--- config.mk ---
export PLATFORM = sky130hd
export DESIGN_NAME = sm83_irq_ctl
export DESIGN_NICKNAME = d
export VERILOG_FILES = /design/src/rtl/sm83_pkg.sv /design/src/rtl/sm83_irq_edge.sv /design/src/rtl/sm83_irq_ctl.sv
export SDC_FILE = /design/constraint.sdc
export NUM_CORES = 1
export LEC_CHECK = 0
export CORE_MARGIN = 8
export CORE_UTILIZATION = 40
export CTS_CLUSTER_DIAMETER = 120
export DETAILED_ROUTE_END_ITERATION = 6
export PLACE_DENSITY = 0.77
export SETUP_SLACK_MARGIN = 0.2
export SLEW_MARGIN = 20
export SYNTH_ARGS = -nofsm -noshare
export SYNTH_HDL_FRONTEND = slang
export SYNTH_SLANG_ARGS = --single-unit
export TNS_END_PERCENT = 30
--- constraint.sdc ---
create_clock -name clk -period 1.65 [get_ports clk]
set_clock_uncertainty 0.1 [all_clocks]
set_input_delay 0.33 -clock clk [delete_from_list [all_inputs] [get_ports clk]]
set_output_delay 0.33 -clock clk [all_outputs]
set_load 0.1 [all_outputs]
--- src/rtl/sm83_pkg.sv ---
// Shared constants and types for the sm83 interrupt path: source indices,
// register addresses and the core-facing irq vector type.
package sm83_pkg;

  localparam int NUM_IRQS = 8;
  localparam int NUM_SRC  = 5;

  localparam int IRQ_VBLANK = 0;
  localparam int IRQ_STAT   = 1;
  localparam int IRQ_TIMER  = 2;
  localparam int IRQ_SERIAL = 3;
  localparam int IRQ_JOYPAD = 4;

  localparam logic [15:0] ADR_IF = 16'hFF0F;
  localparam logic [15:0] ADR_IE = 16'hFFFF;

  typedef logic [NUM_IRQS-1:0] irq_t;

endpackage

--- src/rtl/sm83_irq_edge.sv ---
// Level-to-pulse rising-edge detector. The history register tracks the input
// on every clock, including under reset, so a level held through reset never
// looks like an edge afterwards.
module sm83_irq_edge #(
  parameter int W = 5
) (
  input  logic         clk,
  input  logic         reset,
  input  logic [W-1:0] i_lvl,
  output logic [W-1:0] o_rise
);

  logic [W-1:0] r_lvl;

  always_ff @(posedge clk) begin
    r_lvl <= i_lvl;
  end

  assign o_rise = i_lvl & ~r_lvl & {W{~reset}};

endmodule

--- src/rtl/sm83_irq_ctl.sv ---
// IF/IE interrupt controller feeding the sm83 core: latches peripheral request
// edges into IF, masks with IE, clears on acknowledge, and exposes both on a bus.
module sm83_irq_ctl
  import sm83_pkg::*;
#(
  parameter int          NUM_IRQS = sm83_pkg::NUM_IRQS,
  parameter int          NUM_SRC  = sm83_pkg::NUM_SRC,
  parameter logic [15:0] ADR_IF   = sm83_pkg::ADR_IF,
  parameter logic [15:0] ADR_IE   = sm83_pkg::ADR_IE
) (
  input  logic                clk,
  input  logic                reset,
  input  logic [15:0]         adr,
  input  logic [7:0]          din,
  input  logic                wr_en,
  input  logic                rd_en,
  output logic [7:0]          dout,
  output logic                dout_valid,
  input  logic [NUM_SRC-1:0]  req,
  output logic [NUM_IRQS-1:0] irq,
  input  logic [NUM_IRQS-1:0] iack,
  output logic                irq_any
);

  logic [NUM_SRC-1:0] r_if;
  logic [7:0]         r_ie;
  logic [7:0]         r_dout;
  logic               r_dout_valid;

  logic [NUM_SRC-1:0] w_rise;
  logic               w_hit_if;
  logic               w_hit_ie;
  logic               w_wr_if;
  logic               w_wr_ie;
  logic               w_unused_iack;

  sm83_irq_edge #(.W(NUM_SRC)) u_edge (
    .clk    (clk),
    .reset  (reset),
    .i_lvl  (req),
    .o_rise (w_rise)
  );

  assign w_hit_if = (adr == ADR_IF);
  assign w_hit_ie = (adr == ADR_IE);
  assign w_wr_if  = wr_en & w_hit_if;
  assign w_wr_ie  = wr_en & w_hit_ie;

  // Acks for unimplemented sources have nothing to clear.
  assign w_unused_iack = &{1'b0, iack[NUM_IRQS-1:NUM_SRC]};

  always_ff @(posedge clk) begin
    if (reset) begin
      r_if         <= '0;
      r_ie         <= '0;
      r_dout       <= '0;
      r_dout_valid <= 1'b0;
    end else begin
      // A fresh edge outranks both ack and bus write so it is never lost.
      for (int i = 0; i < NUM_SRC; i++) begin
        if (w_rise[i])
          r_if[i] <= 1'b1;
        else if (iack[i])
          r_if[i] <= 1'b0;
        else if (w_wr_if)
          r_if[i] <= din[i];
      end
      if (w_wr_ie)
        r_ie <= din;
      r_dout_valid <= rd_en & (w_hit_if | w_hit_ie);
      if (rd_en && w_hit_if)
        r_dout <= {{(8-NUM_SRC){1'b1}}, r_if};
      else if (rd_en && w_hit_ie)
        r_dout <= r_ie;
    end
  end

  genvar gi;
  generate
    for (gi = 0; gi < NUM_IRQS; gi++) begin : g_irq
      if (gi < NUM_SRC) begin : g_src
        assign irq[gi] = r_if[gi] & r_ie[gi];
      end else begin : g_none
        assign irq[gi] = 1'b0;
      end
    end
  endgenerate

  assign irq_any    = |irq;
  assign dout       = r_dout;
  assign dout_valid = r_dout_valid;

endmodule

; Word level (Yosys, flattened, before mapping)
; Index checks and enable logic that the tools add are counted.
[word_totals]
in_bits = 41
reg_bits = 27
[classes]
mux = 17
n_bitwise = 13
n_reduce_logical = 9
eq_ne = 2
[op_table]
columns = operator, count
row1 = equality test 16 bit (second input constant), 2
row2 = two-way mux 8 bit, 2
row3 = two-way mux 1 bit, 15
row4 = nonzero test 3 bit, 5
row5 = AND 5 bit, 2
row6 = AND 1 bit, 8
row7 = NOT 5 bit, 1
row8 = OR reduction 5 bit, 1
row9 = logical AND 1 bit, 2
row10 = nonzero test 2 bit, 1
row11 = NOT 1 bit, 1
row12 = bitwise OR 1 bit, 1

; Logic depth before layout (Yosys ltp)
; Gate-level depths: netlist of the first run.
[logic_depth]
word_depth = 5
depth_mapped = 5
ltp_nobuf = 4

; Cells and area by module
; A second synthesis of the first run with hierarchy kept.
[hier_totals]
cells_unflattened = 146
area_unflattened_um2 = 1302.5
[modules_own_cells]
columns = module, area_each_um2, cells_per_inst, n_inst
row1 = sm83_irq_ctl, 1159.9, 136, 1
row2 = sm83_irq_edge, 142.6, 10, 1

; Least setup slack after synthesis of the first run
; OpenSTA, ideal clock, no wires.
[synth_path]
kind = register -> output
start = register r_ie[3]
end = output port irq_any
path_stages_with_launch = 4
setup_slack_ns = -0.837
arrival_time_ns = 2.057
required_time_ns = 1.220
n_path_buf = 0
path_cell_list = dfxtp_1 and2_1 or2_2 or4_1
[synth_between]
elab_chain_cells = 2
[synth_lines]
columns = item, line_no
row1 = "start, declared", sm83_irq_ctl.sv:26  ; logic [7:0] r_ie;
row2 = "start signal, assigned", sm83_irq_ctl.sv:69  ; r_ie <= din;
row3 = AND 1 bit, sm83_irq_ctl.sv:82  ; assign irq[gi] = r_if[gi] & r_ie[gi];
row4 = via irq[3], sm83_irq_ctl.sv:20  ; output logic [NUM_IRQS-1:0] irq,
row5 = OR reduction 5 bit, sm83_irq_ctl.sv:89  ; assign irq_any = |irq;
row6 = "end, declared", sm83_irq_ctl.sv:22  ; output logic irq_any
; The timed path passes the listed nets, and every way through them passes these cells.

; Final worst setup path of the first run
[layout_path]
start = register r_ie[3]
end = output port irq_any
[layout_between]
elab_chain_cells = 2
[layout_lines]
columns = item, line_no
row1 = AND 1 bit, sm83_irq_ctl.sv:82
row2 = OR reduction 5 bit, sm83_irq_ctl.sv:89
; No other way between the ends.

==> results.txt, run 1 <==
- Leakage dissipation: 0.000885 µW
- Final cell count without fillers: 253
- Share of layout cells above drive strength 1: 40.0%
* Post-route setup TNS: -0.483 ns
- In this run the vertical extent of the chip is 71.8 µm.
* Vias per inst: 5.80
- The routed design has 4670 µm of wire.
- Cell with the largest stage delay on the worst path: sky130_fd_sc_hd__or4_4
- For this run, the slowest stage of the critical path takes 0.43 ns.
- Each instance of the synthesized netlist takes up on average 8.88 µm².
* Type of element launching the critical path: flip-flop
- Data on the critical path is required at its endpoint by 1.22 ns.
* Count of final setup violators: 1
- Iteration-0 DRC Markers: 104
* Post-DP HPWL: 3390 µm
* Max capacitance violation total: 0
- FF-to-FF path depth: 4
- Count of port buffers added during placement: 52
- Final worst-path cycle share: 129%
- Counting both buffers and inverters, the worst setup path holds a total of 1.
- Portion of synthesized cell area occupied by the leading cell type: 43.5%
- Setup repair after global routing could not meet its margin everywhere.
- In this run the horizontal extent of the chip is 71.8 µm.
- The clock drives 27 sinks.
- At the end of the flow, the number of nets in the layout was 262.
- For hold timing, the worst endpoint is r_if[2].
- Post-Place Cells: 245
* Clock-pin slew of the registers on the worst-case setup and hold paths: 0.15 ns
- Overall fraction of global-route tracks in use: 17.8%
- In this design, the largest share of critical-path delay is due to simple AND/OR/NAND/NOR gates.
- Entering global routing, the biggest net connects 18 pins.
- The floorplan step defined a core boundary enclosing 3000 µm².
- At the end of routability-driven placement, the weighted congestion stood at 0.814.
- The later pin in the worst-skew pair is clocked with a latency of 0.33 ns.
* Ports: 59
- After layout, the worst setup slack is -0.483 ns.
- Maximum fanout count along the critical path: 2
- Post-synthesis cell count: 140
- Type of destination of the critical path: output pin
* DIE AREA: 5150 µm²
* Via count of the first global-routing pass: 1533
- The first global-routing pass estimated 7360 µm of wire.
- Leaving out fill and tap cells, the most frequent cell in the layout is sky130_fd_sc_hd__buf_4.
- R2R setup slack: 0.34 ns
- Walking the worst path, the cells encountered are and2_4 > or2_4 > or4_4 > buf_12.
- Average wire per cell in the routed design: 18.4 µm
- The initial antenna violation count came to 0.
* Setup slack after placement: -0.442 ns
- Detailed Routing Iterations Pass 1: 4
* Syn-to-layout area delta: 85.1%
* Startpoint of the worst hold path: reset
* Worst Hold Path Cells: 2
- CP arrival: 1.70 ns
* Deepest clock path buffer count: 2
* Fin. Hold Viols: 0
* Biggest area consumer among synthesized cells: sky130_fd_sc_hd__dfxtp_1
- Endpoint of the most critical register-to-register path: r_if[2]
- Yosys printed 0 warnings.
* Number of buffers added by the clock tree synthesis step: 3
* Minimum clock period: 2.13 ns
* Top cells by area, synth: sky130_fd_sc_hd__dfxtp_1 (43%), sky130_fd_sc_hd__nand3_1 (7.2%), sky130_fd_sc_hd__a21oi_1 (6.4%), sky130_fd_sc_hd__o21ai_0 (5.2%), sky130_fd_sc_hd__and4_1 (4.2%)
- For this run, design rule violations remaining after detail routing come to 0.
* Peak supply drop: 0.000280 V
* Commonest cells after routing, fill and taps aside: sky130_fd_sc_hd__buf_4 (27), sky130_fd_sc_hd__clkdlybuf4s50_1 (20), sky130_fd_sc_hd__dfxtp_1 (18)
- Post-synthesis sequential area ratio: 43.5%
- The mapped netlist covers 1240 µm².
- CTS built an H-tree with a depth of 1.
- Count of inserted antenna diode cells: 0
* Result of the run: finished, violations left
* Worst reg2reg startpoint: r_if[2]
* Number of unique standard cell types used by synthesis: 23
- Power after layout: 1170 µW
- Once detail routing completed, the nets flagged for antenna violations numbered 0.
* Pins over their slew limit: 0
* Initial standard-cell utilization of the core: 41.4%
- The checks that failed: negative setup slack.
- After floorplanning, the core was divided into 20 placement rows.
- Global routing finished with a remaining overflow of 0.
* Cell Pwr Density: 507 nW/µm²
* Upper clock frequency limit: 469 MHz
- The filler cells instantiated in the layout total 200.
- TritonCTS built the clock tree.
- Via count of the routed design: 1467
- Start-to-end type of the worst setup path: reg -> out
- The path class of the tightest hold or removal check is in -> reg.
- In this run the clock root is driven by a sky130_fd_sc_hd__clkbuf_4.
- Counting flops and latches in the post-synthesis netlist gives 27.
power breakdown:
group,switching [µW],internal (µW),leakage (µW)
clock,202,95.1,0.0000150
combinational,94.6,103,0.000646
sequential,5.38,667,0.000224
total,302,865,0.000885
worst max path at each step:
stage          startpoint  endpoint  slack (ns)  depth (start not counted)
5_1_grt           r_ie[3]   irq_any       -0.50                          4
6_report          r_ie[3]   irq_any       -0.48                          4
3_5_place_dp       adr[4]   dout[4]       -0.44                          5
4_1_cts           r_ie[3]   irq_any       -0.51                          4
2_1_floorplan     r_ie[3]   irq_any       -0.24                          3
3_3_place_gp       adr[4]   dout[3]       -0.36                          5
area by class of cell:
type                       count  area (µm²)  share of cell area [%]
clock buffer                   4        26.3                    1.14
sequential                    27         552                    24.0
tap                           33        41.3                    1.79
timing repair buffer          86         962                    41.8
multi-input combinational    103         721                    31.3
state kept, by name, summed over array words and instances (netlist names):
| signal | count |
|---|---|
| dout | 8 |
| dout_valid | 1 |
| r_ie | 8 |
| u_edge.r_lvl | 5 |
| r_if | 5 |
routing by layer:
metal | GRT usage (%) | vias up | wire [µm] | share of wire (%)
met5 | 0 | - | 0 | 0
met4 | 10.7 | 0 | 187 | 4.0
met3 | 4.04 | 15 | 316 | 6.8
met2 | 31.7 | 86 | 2450 | 52
met1 | 18.6 | 677 | 1720 | 37
li1 | - | 689 | - | -
cells by family after synthesis:
| family | synth area share [%] |
|---|---|
| flops | 43.5 |
| compound gates | 19.4 |
| buf+inv | 5.63 |
| simple gates | 31.2 |
| other cells | 0.302 |
Yosys cell counts:
cell type,number
sky130_fd_sc_hd__a21oi_2,1
sky130_fd_sc_hd__and4_1,6
sky130_fd_sc_hd__nor3_1,5
sky130_fd_sc_hd__buf_4,6
sky130_fd_sc_hd__nor3b_1,5
sky130_fd_sc_hd__o21ai_0,13
sky130_fd_sc_hd__nand3_1,18
sky130_fd_sc_hd__nor4_1,2
sky130_fd_sc_hd__conb_1,1
sky130_fd_sc_hd__and2_1,6
sky130_fd_sc_hd__nor2b_1,1
sky130_fd_sc_hd__o221ai_1,5
sky130_fd_sc_hd__a21oi_1,16
sky130_fd_sc_hd__a311oi_1,5
sky130_fd_sc_hd__or2_2,1
sky130_fd_sc_hd__nand2b_1,5
sky130_fd_sc_hd__buf_2,2
sky130_fd_sc_hd__dfxtp_1,27
sky130_fd_sc_hd__clkbuf_1,4
sky130_fd_sc_hd__or4_1,2
sky130_fd_sc_hd__nand4_1,3
sky130_fd_sc_hd__or3b_2,5
sky130_fd_sc_hd__nand2_4,1
stage by stage:
| stage | utilization [%] | hold WS [ns] | area, µm² |
|---|---|---|---|
| finish | 76.7 | 0.345 | 2300 |
| global route | 76.7 | 0.341 | 2300 |
| CTS | 75.6 | 0.353 | 2270 |
| detailed placement | 72.4 | 0.378 | 2170 |
| global placement | 72.4 | 0.364 | 2170 |
| floorplan | - | 0.258 | 1300 |
what timing repair did:
item                                    CTS  global route
buffers inserted                          2             1
hold endpoints to repair                  0             0
gates resized for setup                  33            19
gates cloned                              1             0
pin swaps                                13             4
endpoints found under the setup margin   28            18
hold buffers                              0             0
(Power assumes the default switching activity.)
==> run 2: changes to the inputs <==
- CORE_MARGIN: 8 -> 2
- PLACE_DENSITY: 0.77 -> 0.78
==> run 2 against run 1 <==
The flow still finishes with violations (negative setup slack); combinational power fell by 3%; total power fell by 0.31%; hold slack improved by 0.00082 ns; final cell count did not move; setup slack barely moved; register-to-register slack improved by 0.03 ns; sequential cell count did not move; critical endpoint unchanged; highest routed layer unchanged.
==> results.txt, run 2 (same netlist as run 1, synthesis figures left out) <==
* Peak supply drop: 0.000297 V
- CTS Root Cell: sky130_fd_sc_hd__clkbuf_4
* Largest incremental delay on the critical path: 0.44 ns
- The count of nets left with antenna violations once routing finished came out at 0.
- The clock passes through at most 2 buffers.
- Clock-pin slew of the registers on the worst-case setup and hold paths: 0.15 ns
- Pins over their slew limit: 0
* Placement Rows: 20
* Count of inserted antenna diode cells: 0
- Count of final setup violators: 2
- List of cells traversed by the critical path: and2_4 > or2_4 > or4_4 > buf_12
- Global-route wire length before repair: 6300 µm
* Vias per inst: 5.71
- Via count of the first global-routing pass: 1446
* Horizontal die dimension: 59.8 µm
- Summed over all cells, the static leakage comes to 0.000885 µW.
- At the end of the flow, the number of nets in the layout was 262.
* Ports: 59
* Maximum fanout count along the critical path: 2
- Crit path max-delay family: simple AND/OR/NAND/NOR gates
- Commonest cells after routing, fill and taps aside: sky130_fd_sc_hd__buf_4 (28), sky130_fd_sc_hd__clkdlybuf4s50_1 (20), sky130_fd_sc_hd__dfxtp_1 (18)
- Number of remaining DRC errors: 0
* Antenna violations before repair: 0
- The finished layout holds 253 standard cells, fillers aside.
* Start-to-end type of the worst setup path: reg -> out
- Across all layers, the routed design uses 1445 vias.
* Type of destination of the critical path: output pin
- From bottom edge to top edge, the die measures 59.8 µm.
* TritonCTS clock tree: done
* Share of layout cells above drive strength 1: 40.5%
* Met3 track utilization from global routing: 2.16%
- Power after layout: 1160 µW
* Area inside the core boundary: 3000 µm²
* Average wire per cell in the routed design: 15.9 µm
- Final worst-path cycle share: 129%
- Compared with the post-synthesis result, the final layout area differs by 85.5%.
- Upper clock frequency limit: 469 MHz
- Drt total wl: 4010 µm
- The total count of hold-check failures in the final report is 0.
- DIE AREA: 3570 µm²
- In this run the tool buffered the top-level ports with 52 buffer cells.
- Buffers inserted during clock tree synthesis total 3.
* Initial standard-cell utilization of the core: 41.4%
- Post-Place Cells: 245
- Type of element launching the critical path: flip-flop
- Counting every sink on the clock net gives 27.
- The run finished, with violations left.
- After clock tree synthesis, the flow added hold-fix buffers numbering 0.
* Post-layout utilization of the core: 76.8%
- The total overflow left after global routing is 0.
- The later pin in the worst-skew pair is clocked with a latency of 0.33 ns.
* Overall fraction of global-route tracks in use: 23.4%
- GR Layer Usage met1: 27.4%
* RSZ-0062 raised after global routing: true
* Final-layout worst hold slack: 0.346 ns
* Violations in the final reports: negative setup slack
* Maximum level of the CTS H-tree: 1
- The pre-antenna-repair detailed-routing pass consisted of 4 iterations.
- Required time reported for the critical path endpoint: 1.22 ns
- For this block, the initial DRC count from the detailed router was 49.
- Cell Pwr Density: 504 nW/µm²
* Classification of the worst-slack hold path: in -> reg
* Global route hottest layer: met2
- Worst setup slack after layout: -0.483 ns
* Max capacitance violation total: 0
- Counting I/O delays and the setup requirement, the final critical path takes 2.13 ns.
- Cell with the largest stage delay on the worst path: sky130_fd_sc_hd__or4_4
- Entering global routing, the biggest net connects 17 pins.
- Detailed placement finished with a half-perimeter wire length of 3050 µm.
- The congestion estimate from routability-driven global placement came to 0.841.
- Leaving out fill and tap cells, the most frequent cell in the layout is sky130_fd_sc_hd__buf_4.
- Together, buffers and inverters on the worst path number 1.
- For this run, global-route usage on met2 was measured as 42.9%.
- At the worst endpoint, the arrival time is 1.70 ns.
-- run 2: final cells by class --
type / instances / area (µm²)
repair buffers: 86 / 955
multi-input cells: 103 / 729
fillers: 205 / 696
flip-flops and latches: 27 / 552
well taps: 33 / 41.3
clock buffers: 3 / 22.5
clock inverters: 1 / 7.51
-- run 2: worst paths after layout --
path	start	to	slack (ns)	cells past startpoint
max	r_ie[3]	irq_any	-0.48	4
min	req[1]	u_edge.r_lvl[1]	0.35	1
max reg2reg	r_if[2]	r_if[2]	0.37	3
min reg2reg	r_ie[5]	r_ie[5]	0.39	2
-- run 2: report_power, final --
group / switching, µW / internal (µW)
Combinational: 91.3 / 102
Clock: 204 / 92.7
Sequential: 5.99 / 667
-- run 2: what timing repair did --
action                     CTS  global route
gates cloned                 1             0
pin swaps                    8             8
setup endpoints to repair   28            13
buffers inserted             2             1
resized for setup           34            16
-- run 2: metal layers --
metal,vias to the layer above,share of wire (%)
li1,694,-
met1,678,39
met2,64,53
met3,9,5.2
met4,0,2.2
met5,-,0
-- run 2: through the flow --
stage	TNS, ns	area (µm²)	setup slack (ns)
3_5_place_dp	-7.29	2170	-0.402
4_1_cts	-0.530	2260	-0.530
5_1_grt	-0.591	2310	-0.536
2_1_floorplan	-0.238	1300	-0.238
6_report	-0.492	2310	-0.483
3_3_place_gp	-6.28	2170	-0.339
==> run 3: changes to the inputs <==
- CAP_MARGIN: default -> 20
==> results of run 3 <==
No change in the layout: final DEF, timing and power equal those of run 2.
